[src/rtl/s_axi_lite_regfile_pkg.sv]
// Shared response codes and address helpers for the AXI4-Lite register file.
package s_axi_lite_regfile_pkg;

  localparam logic [1:0] RESP_OKAY   = 2'b00;
  localparam logic [1:0] RESP_SLVERR = 2'b10;

  // Byte address to word index; the two low address bits are dropped.
  function automatic int unsigned word_index(input logic [31:0] addr);
    return addr >> 2;
  endfunction

  function automatic int clogb2(input int unsigned value);
    int unsigned v;
    int          r;
    v = (value > 0) ? value - 1 : 0;
    r = 0;
    while (v > 0) begin
      r++;
      v = v >> 1;
    end
    return r;
  endfunction

endpackage

[src/rtl/s_axi_lite_regfile_wstrb.sv]
// Byte-enable merge of new write data into an existing register word.
module axi_lite_wstrb_merge #(
  parameter int DWIDTH = 32
) (
  input  logic [DWIDTH-1:0]   old_i,
  input  logic [DWIDTH-1:0]   wdata_i,
  input  logic [DWIDTH/8-1:0] wstrb_i,
  output logic [DWIDTH-1:0]   merged_o
);

  always_comb begin
    merged_o = old_i;
    for (int b = 0; b < DWIDTH / 8; b++) begin
      if (wstrb_i[b]) merged_o[8*b +: 8] = wdata_i[8*b +: 8];
    end
  end

endmodule

[src/rtl/s_axi_lite_regfile.sv]
// AXI4-Lite slave register file: single-beat writes/reads, SLVERR outside NUM_REG,
// register 0 exported as ctrl.
module s_axi_lite_regfile
  import s_axi_lite_regfile_pkg::*;
#(
  parameter int DWIDTH    = 32,
  parameter int REG_WIDTH = 6,
  parameter int NUM_REG   = 8
) (
  input  logic                 clk_i,
  input  logic                 xrst_i,
  input  logic                 awvalid_i,
  input  logic [REG_WIDTH-1:0] awaddr_i,
  input  logic [2:0]           awprot_i,
  output logic                 awready_o,
  input  logic                 wvalid_i,
  input  logic [DWIDTH-1:0]    wdata_i,
  input  logic [DWIDTH/8-1:0]  wstrb_i,
  output logic                 wready_o,
  output logic                 bvalid_o,
  output logic [1:0]           bresp_o,
  input  logic                 bready_i,
  input  logic                 arvalid_i,
  input  logic [REG_WIDTH-1:0] araddr_i,
  input  logic [2:0]           arprot_i,
  output logic                 arready_o,
  output logic [DWIDTH-1:0]    rdata_o,
  output logic [1:0]           rresp_o,
  output logic                 rvalid_o,
  input  logic                 rready_i,
  output logic [DWIDTH-1:0]    ctrl_o
);

  localparam int SW = DWIDTH / 8;

  logic                 awready_q, awready_d;
  logic                 aw_held_q, aw_held_d;
  logic [REG_WIDTH-1:0] awaddr_q,  awaddr_d;
  logic                 wready_q,  wready_d;
  logic                 w_held_q,  w_held_d;
  logic [DWIDTH-1:0]    wdata_q,   wdata_d;
  logic [SW-1:0]        wstrb_q,   wstrb_d;
  logic                 bvalid_q,  bvalid_d;
  logic [1:0]           bresp_q,   bresp_d;
  logic                 arready_q, arready_d;
  logic                 rvalid_q,  rvalid_d;
  logic [DWIDTH-1:0]    rdata_q,   rdata_d;
  logic [1:0]           rresp_q,   rresp_d;
  logic [DWIDTH-1:0]    regs_q [NUM_REG];
  logic [DWIDTH-1:0]    regs_d [NUM_REG];

  logic                 aw_hs, w_hs, ar_hs, commit;
  int unsigned          wr_idx, rd_idx;
  logic                 wr_in_range, rd_in_range;
  logic [DWIDTH-1:0]    wr_old, wr_merged, rd_word;
  logic                 unused_prot;

  assign unused_prot = ^{awprot_i, arprot_i};

  assign aw_hs  = awvalid_i && awready_q;
  assign w_hs   = wvalid_i && wready_q;
  assign ar_hs  = arvalid_i && arready_q;
  assign commit = aw_held_q && w_held_q;

  assign wr_idx      = word_index(32'(awaddr_q));
  assign rd_idx      = word_index(32'(araddr_i));
  assign wr_in_range = wr_idx < 32'(NUM_REG);
  assign rd_in_range = rd_idx < 32'(NUM_REG);

  // Out-of-range indices select nothing, so both words stay zero for them.
  always_comb begin
    wr_old  = '0;
    rd_word = '0;
    for (int i = 0; i < NUM_REG; i++) begin
      if (wr_idx == i) wr_old = regs_q[i];
      if (rd_idx == i) rd_word = regs_q[i];
    end
  end

  axi_lite_wstrb_merge #(
    .DWIDTH(DWIDTH)
  ) u_merge (
    .old_i   (wr_old),
    .wdata_i (wdata_q),
    .wstrb_i (wstrb_q),
    .merged_o(wr_merged)
  );

  // AW and W are captured independently; a pending response blocks both.
  always_comb begin
    awready_d = awvalid_i && !awready_q && !aw_held_q && !bvalid_q;
    wready_d  = wvalid_i && !wready_q && !w_held_q && !bvalid_q;
    aw_held_d = aw_held_q;
    awaddr_d  = awaddr_q;
    w_held_d  = w_held_q;
    wdata_d   = wdata_q;
    wstrb_d   = wstrb_q;
    if (commit) begin
      aw_held_d = 1'b0;
      w_held_d  = 1'b0;
    end
    if (aw_hs) begin
      aw_held_d = 1'b1;
      awaddr_d  = awaddr_i;
    end
    if (w_hs) begin
      w_held_d = 1'b1;
      wdata_d  = wdata_i;
      wstrb_d  = wstrb_i;
    end
  end

  always_comb begin
    regs_d   = regs_q;
    bvalid_d = bvalid_q;
    bresp_d  = bresp_q;
    if (commit) begin
      bvalid_d = 1'b1;
      bresp_d  = wr_in_range ? RESP_OKAY : RESP_SLVERR;
      for (int i = 0; i < NUM_REG; i++) begin
        if (wr_in_range && wr_idx == i) regs_d[i] = wr_merged;
      end
    end else if (bvalid_q && bready_i) begin
      bvalid_d = 1'b0;
    end
  end

  // Read data is sampled on the AR handshake edge, ahead of any same-cycle commit.
  always_comb begin
    arready_d = arvalid_i && !arready_q && !rvalid_q;
    rvalid_d  = rvalid_q;
    rdata_d   = rdata_q;
    rresp_d   = rresp_q;
    if (ar_hs) begin
      rvalid_d = 1'b1;
      rdata_d  = rd_in_range ? rd_word : '0;
      rresp_d  = rd_in_range ? RESP_OKAY : RESP_SLVERR;
    end else if (rvalid_q && rready_i) begin
      rvalid_d = 1'b0;
    end
  end

  always_ff @(posedge clk_i or negedge xrst_i) begin
    if (!xrst_i) begin
      awready_q <= 1'b0;
      aw_held_q <= 1'b0;
      awaddr_q  <= '0;
      wready_q  <= 1'b0;
      w_held_q  <= 1'b0;
      wdata_q   <= '0;
      wstrb_q   <= '0;
      bvalid_q  <= 1'b0;
      bresp_q   <= RESP_OKAY;
      arready_q <= 1'b0;
      rvalid_q  <= 1'b0;
      rdata_q   <= '0;
      rresp_q   <= RESP_OKAY;
      for (int i = 0; i < NUM_REG; i++) regs_q[i] <= '0;
    end else begin
      awready_q <= awready_d;
      aw_held_q <= aw_held_d;
      awaddr_q  <= awaddr_d;
      wready_q  <= wready_d;
      w_held_q  <= w_held_d;
      wdata_q   <= wdata_d;
      wstrb_q   <= wstrb_d;
      bvalid_q  <= bvalid_d;
      bresp_q   <= bresp_d;
      arready_q <= arready_d;
      rvalid_q  <= rvalid_d;
      rdata_q   <= rdata_d;
      rresp_q   <= rresp_d;
      regs_q    <= regs_d;
    end
  end

  assign awready_o = awready_q;
  assign wready_o  = wready_q;
  assign bvalid_o  = bvalid_q;
  assign bresp_o   = bresp_q;
  assign arready_o = arready_q;
  assign rvalid_o  = rvalid_q;
  assign rdata_o   = rdata_q;
  assign rresp_o   = rresp_q;
  assign ctrl_o    = regs_q[0];

endmodule

[config.mk]
export PLATFORM = sky130hd
export DESIGN_NAME = s_axi_lite_regfile
export DESIGN_NICKNAME = d
export VERILOG_FILES = /design/src/rtl/s_axi_lite_regfile_pkg.sv /design/src/rtl/s_axi_lite_regfile_wstrb.sv /design/src/rtl/s_axi_lite_regfile.sv
export SDC_FILE = /design/constraint.sdc
export NUM_CORES = 1
export LEC_CHECK = 0
export CORE_AREA = 2 2 176 178
export DETAILED_ROUTE_END_ITERATION = 6
export DIE_AREA = 0 0 178 180
export PLACE_DENSITY = 0.8
export SKIP_CTS_REPAIR_TIMING = 1
export SYNTH_ARGS = -nofsm -noshare
export SYNTH_HDL_FRONTEND = slang
export SYNTH_SLANG_ARGS = --single-unit
[constraint.sdc]
create_clock -name clk_i -period 2.49 [get_ports clk_i]
set_clock_uncertainty 0.2 [all_clocks]
set_input_delay 0.249 -clock clk_i [delete_from_list [all_inputs] [get_ports clk_i]]
set_output_delay 0.249 -clock clk_i [all_outputs]
set_load 0.02 [all_outputs]
=== Yosys cells after proc, flatten, opt, wreduce, memory -nomap -nowiden ===
Index checks and enable logic that the tools add are counted.

* Equality and inequality tests: 14
* Magnitude comparators: 2
* Reduce and logical (&&, ||, !) cells: 43
* Mux-type cells: 30

{| class="wikitable"
|+ Operators with widths
! cell !! count
|-
| 32-bit 2-to-1 mux || 17
|-
| 32-bit logical NOT || 2
|-
| 4-bit by 3-bit equality test with 1-bit output, second input constant || 8
|-
| 8-bit 2-to-1 mux || 4
|-
| 1-bit logical AND || 22
|-
| 4-bit by 2-bit equality test with 1-bit output, second input constant || 4
|-
| 2-bit AND reduction || 8
|-
| 4-bit by 1-bit equality test with 1-bit output, second input constant || 2
|-
| 4-bit less-than comparator, second input constant || 2
|-
| 2-bit nonzero test || 4
|-
| 1-bit logical NOT || 7
|-
| 1-bit 2-to-1 mux || 7
|-
| 2-bit 2-to-1 mux || 2
|}

* Logic and storage cells: 110
* Bits in registers: 341
* Output and inout bits: 73
* Input port bits: 61

=== Logic depth before layout (Yosys ltp) ===
* Depth after elaboration: 10
* Gate-level depth with buffers: 8
* Gate-level depth less buffers: 5

=== Cells and area by module ===
From an unflattened synthesis, not the netlist that was laid out.

* Cells, all modules: 1489
* Area, all modules: 18154.9 um^2

{| class="wikitable"
|+ Modules (own cells, without submodules)
! module !! area an instance (um^2) !! sequential area each (um^2) !! instances !! cells an instance
|-
| s_axi_lite_regfile || 17629.4 || 8433.1 || 1 || 1453
|-
| axi_lite_wstrb_merge || 525.5 || 0.0 || 1 || 36
|}

=== Worst setup path before layout ===
Ideal clock, no wire load.

* Kind: reg2reg
* Start point: register awaddr_q[5]
* End point: register regs_q[177] (netlist name)
* Path buffers: 3
* Setup slack: 0.420 ns
* Setup time: 0.125 ns
* Arrival: 1.745 ns
* Required time: 2.165 ns
* Stages on the path, launching flop included: 8
* Clock period less this slack: 2.070 ns
* Cells stage by stage: dfrtp_1 buf_6 or2_4 nor2_2 and2_1 clkbuf_1 buf_4 mux2_2

* Cells in the longest elaborated chain, start to end: 10
* Elaborated cells on any way between the ends: 20

{| class="wikitable"
|+ Ends and longest elaborated chain
! what !! line !! text
|-
| start, declared || s_axi_lite_regfile.sv:38 || <nowiki>logic [REG_WIDTH-1:0] awaddr_q, awaddr_d;</nowiki>
|-
| start signal, assigned || s_axi_lite_regfile.sv:162 || <nowiki>awaddr_q <= awaddr_d;</nowiki>
|-
| 32-bit logical NOT || s_axi_lite_regfile.sv:75 || <nowiki>if (wr_idx == i) wr_old = regs_q[i];</nowiki>
|-
| 32-bit 2-to-1 mux (8 in series) || s_axi_lite_regfile.sv:75 ||
|-
| 8-bit 2-to-1 mux || s_axi_lite_regfile_wstrb.sv:14 || <nowiki>if (wstrb_i[b]) merged_o[8*b +: 8] = wdata_i[8*b +: 8];</nowiki>
|-
| end signal, assigned || s_axi_lite_regfile.sv:173 || <nowiki>regs_q <= regs_d;</nowiki>
|-
| end, declared || s_axi_lite_regfile.sv:49 || <nowiki>logic [DWIDTH-1:0] regs_q [NUM_REG];</nowiki>
|}

Parallel ways exist; a longest one is shown, timed or not.
A chain may end at the register's enable or synchronous reset.

=== Worst setup path after layout ===
* Start point: register awaddr_q[2]
* End point: register regs_q[200] (netlist name)

The elaborated chain is that of the path after synthesis.

==> run summary <==
At the end of routability-driven placement, the weighted congestion stood at 0.908. Counting the buffers created by CTS gives 38. The run gives 19400 µm² as the placement-stage cell area. Summed over all instances, the cell type with the most area after synthesis is dfrtp_1. The routed wire length was 53200 µm; the floorplan die area was 32000 µm². The multi-input combinational cells in the finished layout cover a total of 7960 µm².

The core outline area is 30200 µm², and the final number of setup-violating endpoints is 0. The logs give 2269 for the total placed cells including tap cells and 0 for the number of antenna repair diodes. Once layout is complete, the cells apart from fillers number 2337. For this run, the leading register cell type out of synthesis is dfrtp_1.

For this run the aggregate overflow at the end of global routing stands at 0. The number of global-route vias before repair is 15200. The starting density of the core is 58.2%. The proportion of netlist area held by the largest area contributor was 48.0%.

The tool flagged a number of max-cap violations equal to 0. The clock transition at the registers of the reported paths was 0.06 ns; the buffers plus inverters on the worst setup path was 2. For this run, design rule violations remaining after detail routing come to 0. The final-layout fill cell count is 2213, and the number of detailed-route iterations in the first pass is 6. The number of cell rows is 64, and the shortest period the worst path allows is 2.39 ns.

The number of enable-type register cells in the synthesized netlist was 0; the peak supply drop was 823 µV. After layout, the worst path uses 96.0% of the clock period. In the final routed layout, each cell accounts on average for 22.8 µm. Summing internal, switching and leakage power gives 0.0260 W. The worst setup path is of the reg -> reg kind. The run gives 0 as the number of max-slew violations in the final report. The run gives 337 as the number of clock sinks. Global routing used 33.4% of the available tracks across all layers.

The synthesized instance count was 1829; the count of distinct cell types in the synthesized netlist was 66. Measured against its own limit, the worst slew margin works out to 31.6%. The H-tree was split into 2 levels.

The logs give 1 for the number of antenna violations at the first check in global routing and 0 for the final-report hold violation count. During I/O placement, the number of pins put on the boundary was 134. The synthesized design contains 337 register bits. The tools report the category of the worst setup path capture point as a flip-flop. The critical path goes through buf_4 -> buf_4 -> nor3_1 -> a21oi_1 -> nand3_1 -> a221o_1 -> a31oi_1. Compared with the post-synthesis result, the final layout area differs by 17.7%. Counting flops with an async set or reset pin after synthesis yields a share of 100%.

In this run the deepest clock path goes through 3 buffers. From left edge to right edge, the die measures 178 µm. Detailed-placement wirelength estimate: 34400 µm.

The type of the tightest min-delay check is in -> async. In this design, the stage delay of the slowest critical-path cell is 0.51 ns. In this run the worst path has a maximum fanout of 28.

The kind of start point of the critical path was a flip-flop. The run gives 0.53 ns as the clock latency at the later pin of the worst-skew pair. The cell that appears most often on the critical path is buf_4. The tools report the arrival time reported for the critical path endpoint as 2.63 ns. Via density per instance: 6.61. The share of the yosys chip area belonging to registers is 48.0%. The top achievable clock speed came out at 419 MHz.

The slowest stage of the critical path is the dfrtp_4 cell. The final design area excluding fillers was 20700 µm²; the Yosys warning count was 0. Across the whole layout, storage elements account for 8440 µm². The ratio of total power to cell area came out at 1260 nW/µm². TritonCTS built the clock tree.

Summed over all cells, the static leakage comes to 8.75 nW. Detailed routing inserted a total of 15400 vias. Summed over all failing endpoints, the final setup total negative slack is 0 ns. The first-pass GRT wire length was 83800 µm; the mean post-synth cell area was 9.60 µm². The pin slew with the least headroom to its limit came out at 1.03 ns. In this run, the number of DRC markers left after iteration 0 of detailed routing was 2061. In the post-synthesis netlist, the biggest area contributors are dfrtp_1 48%, o21ai_0 7.4%, mux2_2 5.2%. The count of buffers added on input and output ports is 121. The chip height came out at 180 µm. The detail route stage leaves a number of antenna-violating nets equal to 0. On the critical path the largest part of the delay comes from compound AO/OA/AOI/OAI gates. In this run the cell area of the synthesized design comes to 17600 µm². For the worst setup path, the data required time is 2.73 ns. The flow ran to the end, and the final reports show no timing, DRC or antenna violations. Of the cells placed in the final design, the portion with a size suffix greater than 1 is 17.0%. The post-route core utilization came out at 68.5%. The tree is rooted in a clkbuf_16.

Entering global routing, the biggest net connects 63 pins. At the end of the flow, the number of nets in the layout was 1975.
## routing by layer
metal  up-vias  wire length (µm)  GRT usage [%]
met5         -                 0              0
met4         0              2190           14.3
met3       206              6010           7.99
met2       992             24000           50.0
met1      7510             21000           46.6
li1       6736                 -              -
## state kept, by name, summed over array words and instances, names as in the netlist
name,count
wstrb_q,4
regs_q,224
rresp_o,1
bvalid_o,1
awready_o,1
arready_o,1
aw_held_q,1
bresp_o,1
ctrl_o,32
w_held_q,1
wready_o,1
awaddr_q,4
rvalid_o,1
rdata_o,32
wdata_q,32
## layout by cell type, fill, tap and decap left out, drive strengths merged, types with 6 or more instances in the layout
| master | count |
|---|---|
| o2bb2ai | 8 |
| nand3 | 24 |
| clkinv | 7 |
| a221o | 26 |
| o21bai | 7 |
| o221ai | 8 |
| a22oi | 14 |
| nand2 | 222 |
| nor3b | 9 |
| nor3 | 24 |
| nor2b | 25 |
| mux4 | 29 |
| inv | 59 |
| dfrtp | 337 |
| nand3b | 9 |
| mux2i | 35 |
| o22ai | 47 |
| clkbuf | 56 |
| or2 | 10 |
| a31oi | 105 |
| clkdlybuf4s50 | 117 |
| mux2 | 81 |
| o31a | 15 |
| nand2b | 12 |
| o21ai | 276 |
| buf | 110 |
| a21oi | 83 |
| nor2 | 138 |
| a221oi | 6 |
## logic make-up (layout without fill, tap and decap cells)
group,Yosys count,in the layout,share of synthesized area (%)
DFF,337,337,48.0
and+or+nand+nor,486,486,12.5
AOI/OAI and AO/OA,618,618,21.5
muxes,145,145,10.9
buffers and inverters,242,353,6.99
other,1,2,0.0214
## worst paths after layout
kind                              from          end  slack [ns]  depth (start not counted)
min in group clk_i            bready_i     bvalid_o        0.08                          2
min                             xrst_i  regs_q[131]        0.07                          2
max                        awaddr_q[2]  regs_q[200]        0.10                          7
max reg2reg                awaddr_q[2]  regs_q[200]        0.10                          7
min reg2reg                   rvalid_o    arready_o        0.27                          1
max in group asynchronous       xrst_i  regs_q[155]        1.24                          3
## cell type report
| cell class | instances | area share [%] |
|---|---|---|
| timing repair buffer | 228 | 11.0 |
| clock buffer | 56 | 5.61 |
| clock inverter | 11 | 0.557 |
| tap | 396 | 2.40 |
| inverter | 58 | 1.05 |
| sequential | 337 | 40.8 |
| multi-input combinational | 1251 | 38.5 |
## where the power goes
part	switching, W	internal (W)	total [W]
clock network	0.00224	0.00343	0.00567
registers	0.00201	0.00755	0.00956
logic	0.00624	0.00450	0.0107
total	0.0105	0.0155	0.0260
## synthesized netlist by cell type, types with 3 or more instances
cell         n
buf_8        3
o221ai_1     8
a22o_1       5
o31a_1      15
a21oi_1     76
nor2_1     135
a31oi_1    102
mux2_2      81
buf_4       42
o22ai_1     47
nor3b_1      9
o2bb2ai_2    3
clkbuf_1    73
nand2_1    222
o21bai_1     7
o31ai_1      4
or2_2        7
buf_1        6
a21oi_2      7
a22oi_1     14
o21ai_1     16
dfrtp_1    337
a31oi_2      3
nand3_1     22
buf_2       53
o21ai_0    260
nand2b_1    12
o32a_1       5
mux2i_1     35
inv_1       58
buf_6        6
a221o_1     26
nor3_1      19
a221oi_1     4
mux4_2      29
nor2b_1     25
nand3b_1     9
nor3_2       5
o2bb2ai_1    5
## per-stage QoR
stage,setup slack (ns),hold slack (ns)
final,0.101,0.0736
after CTS,0.0891,-0.524
after floorplan,0.420,-0.247
after global placement,0.180,0.0201
after detailed placement,0.106,0.0229
after global routing,-0.0130,0.108
(Power assumes the default switching activity.)
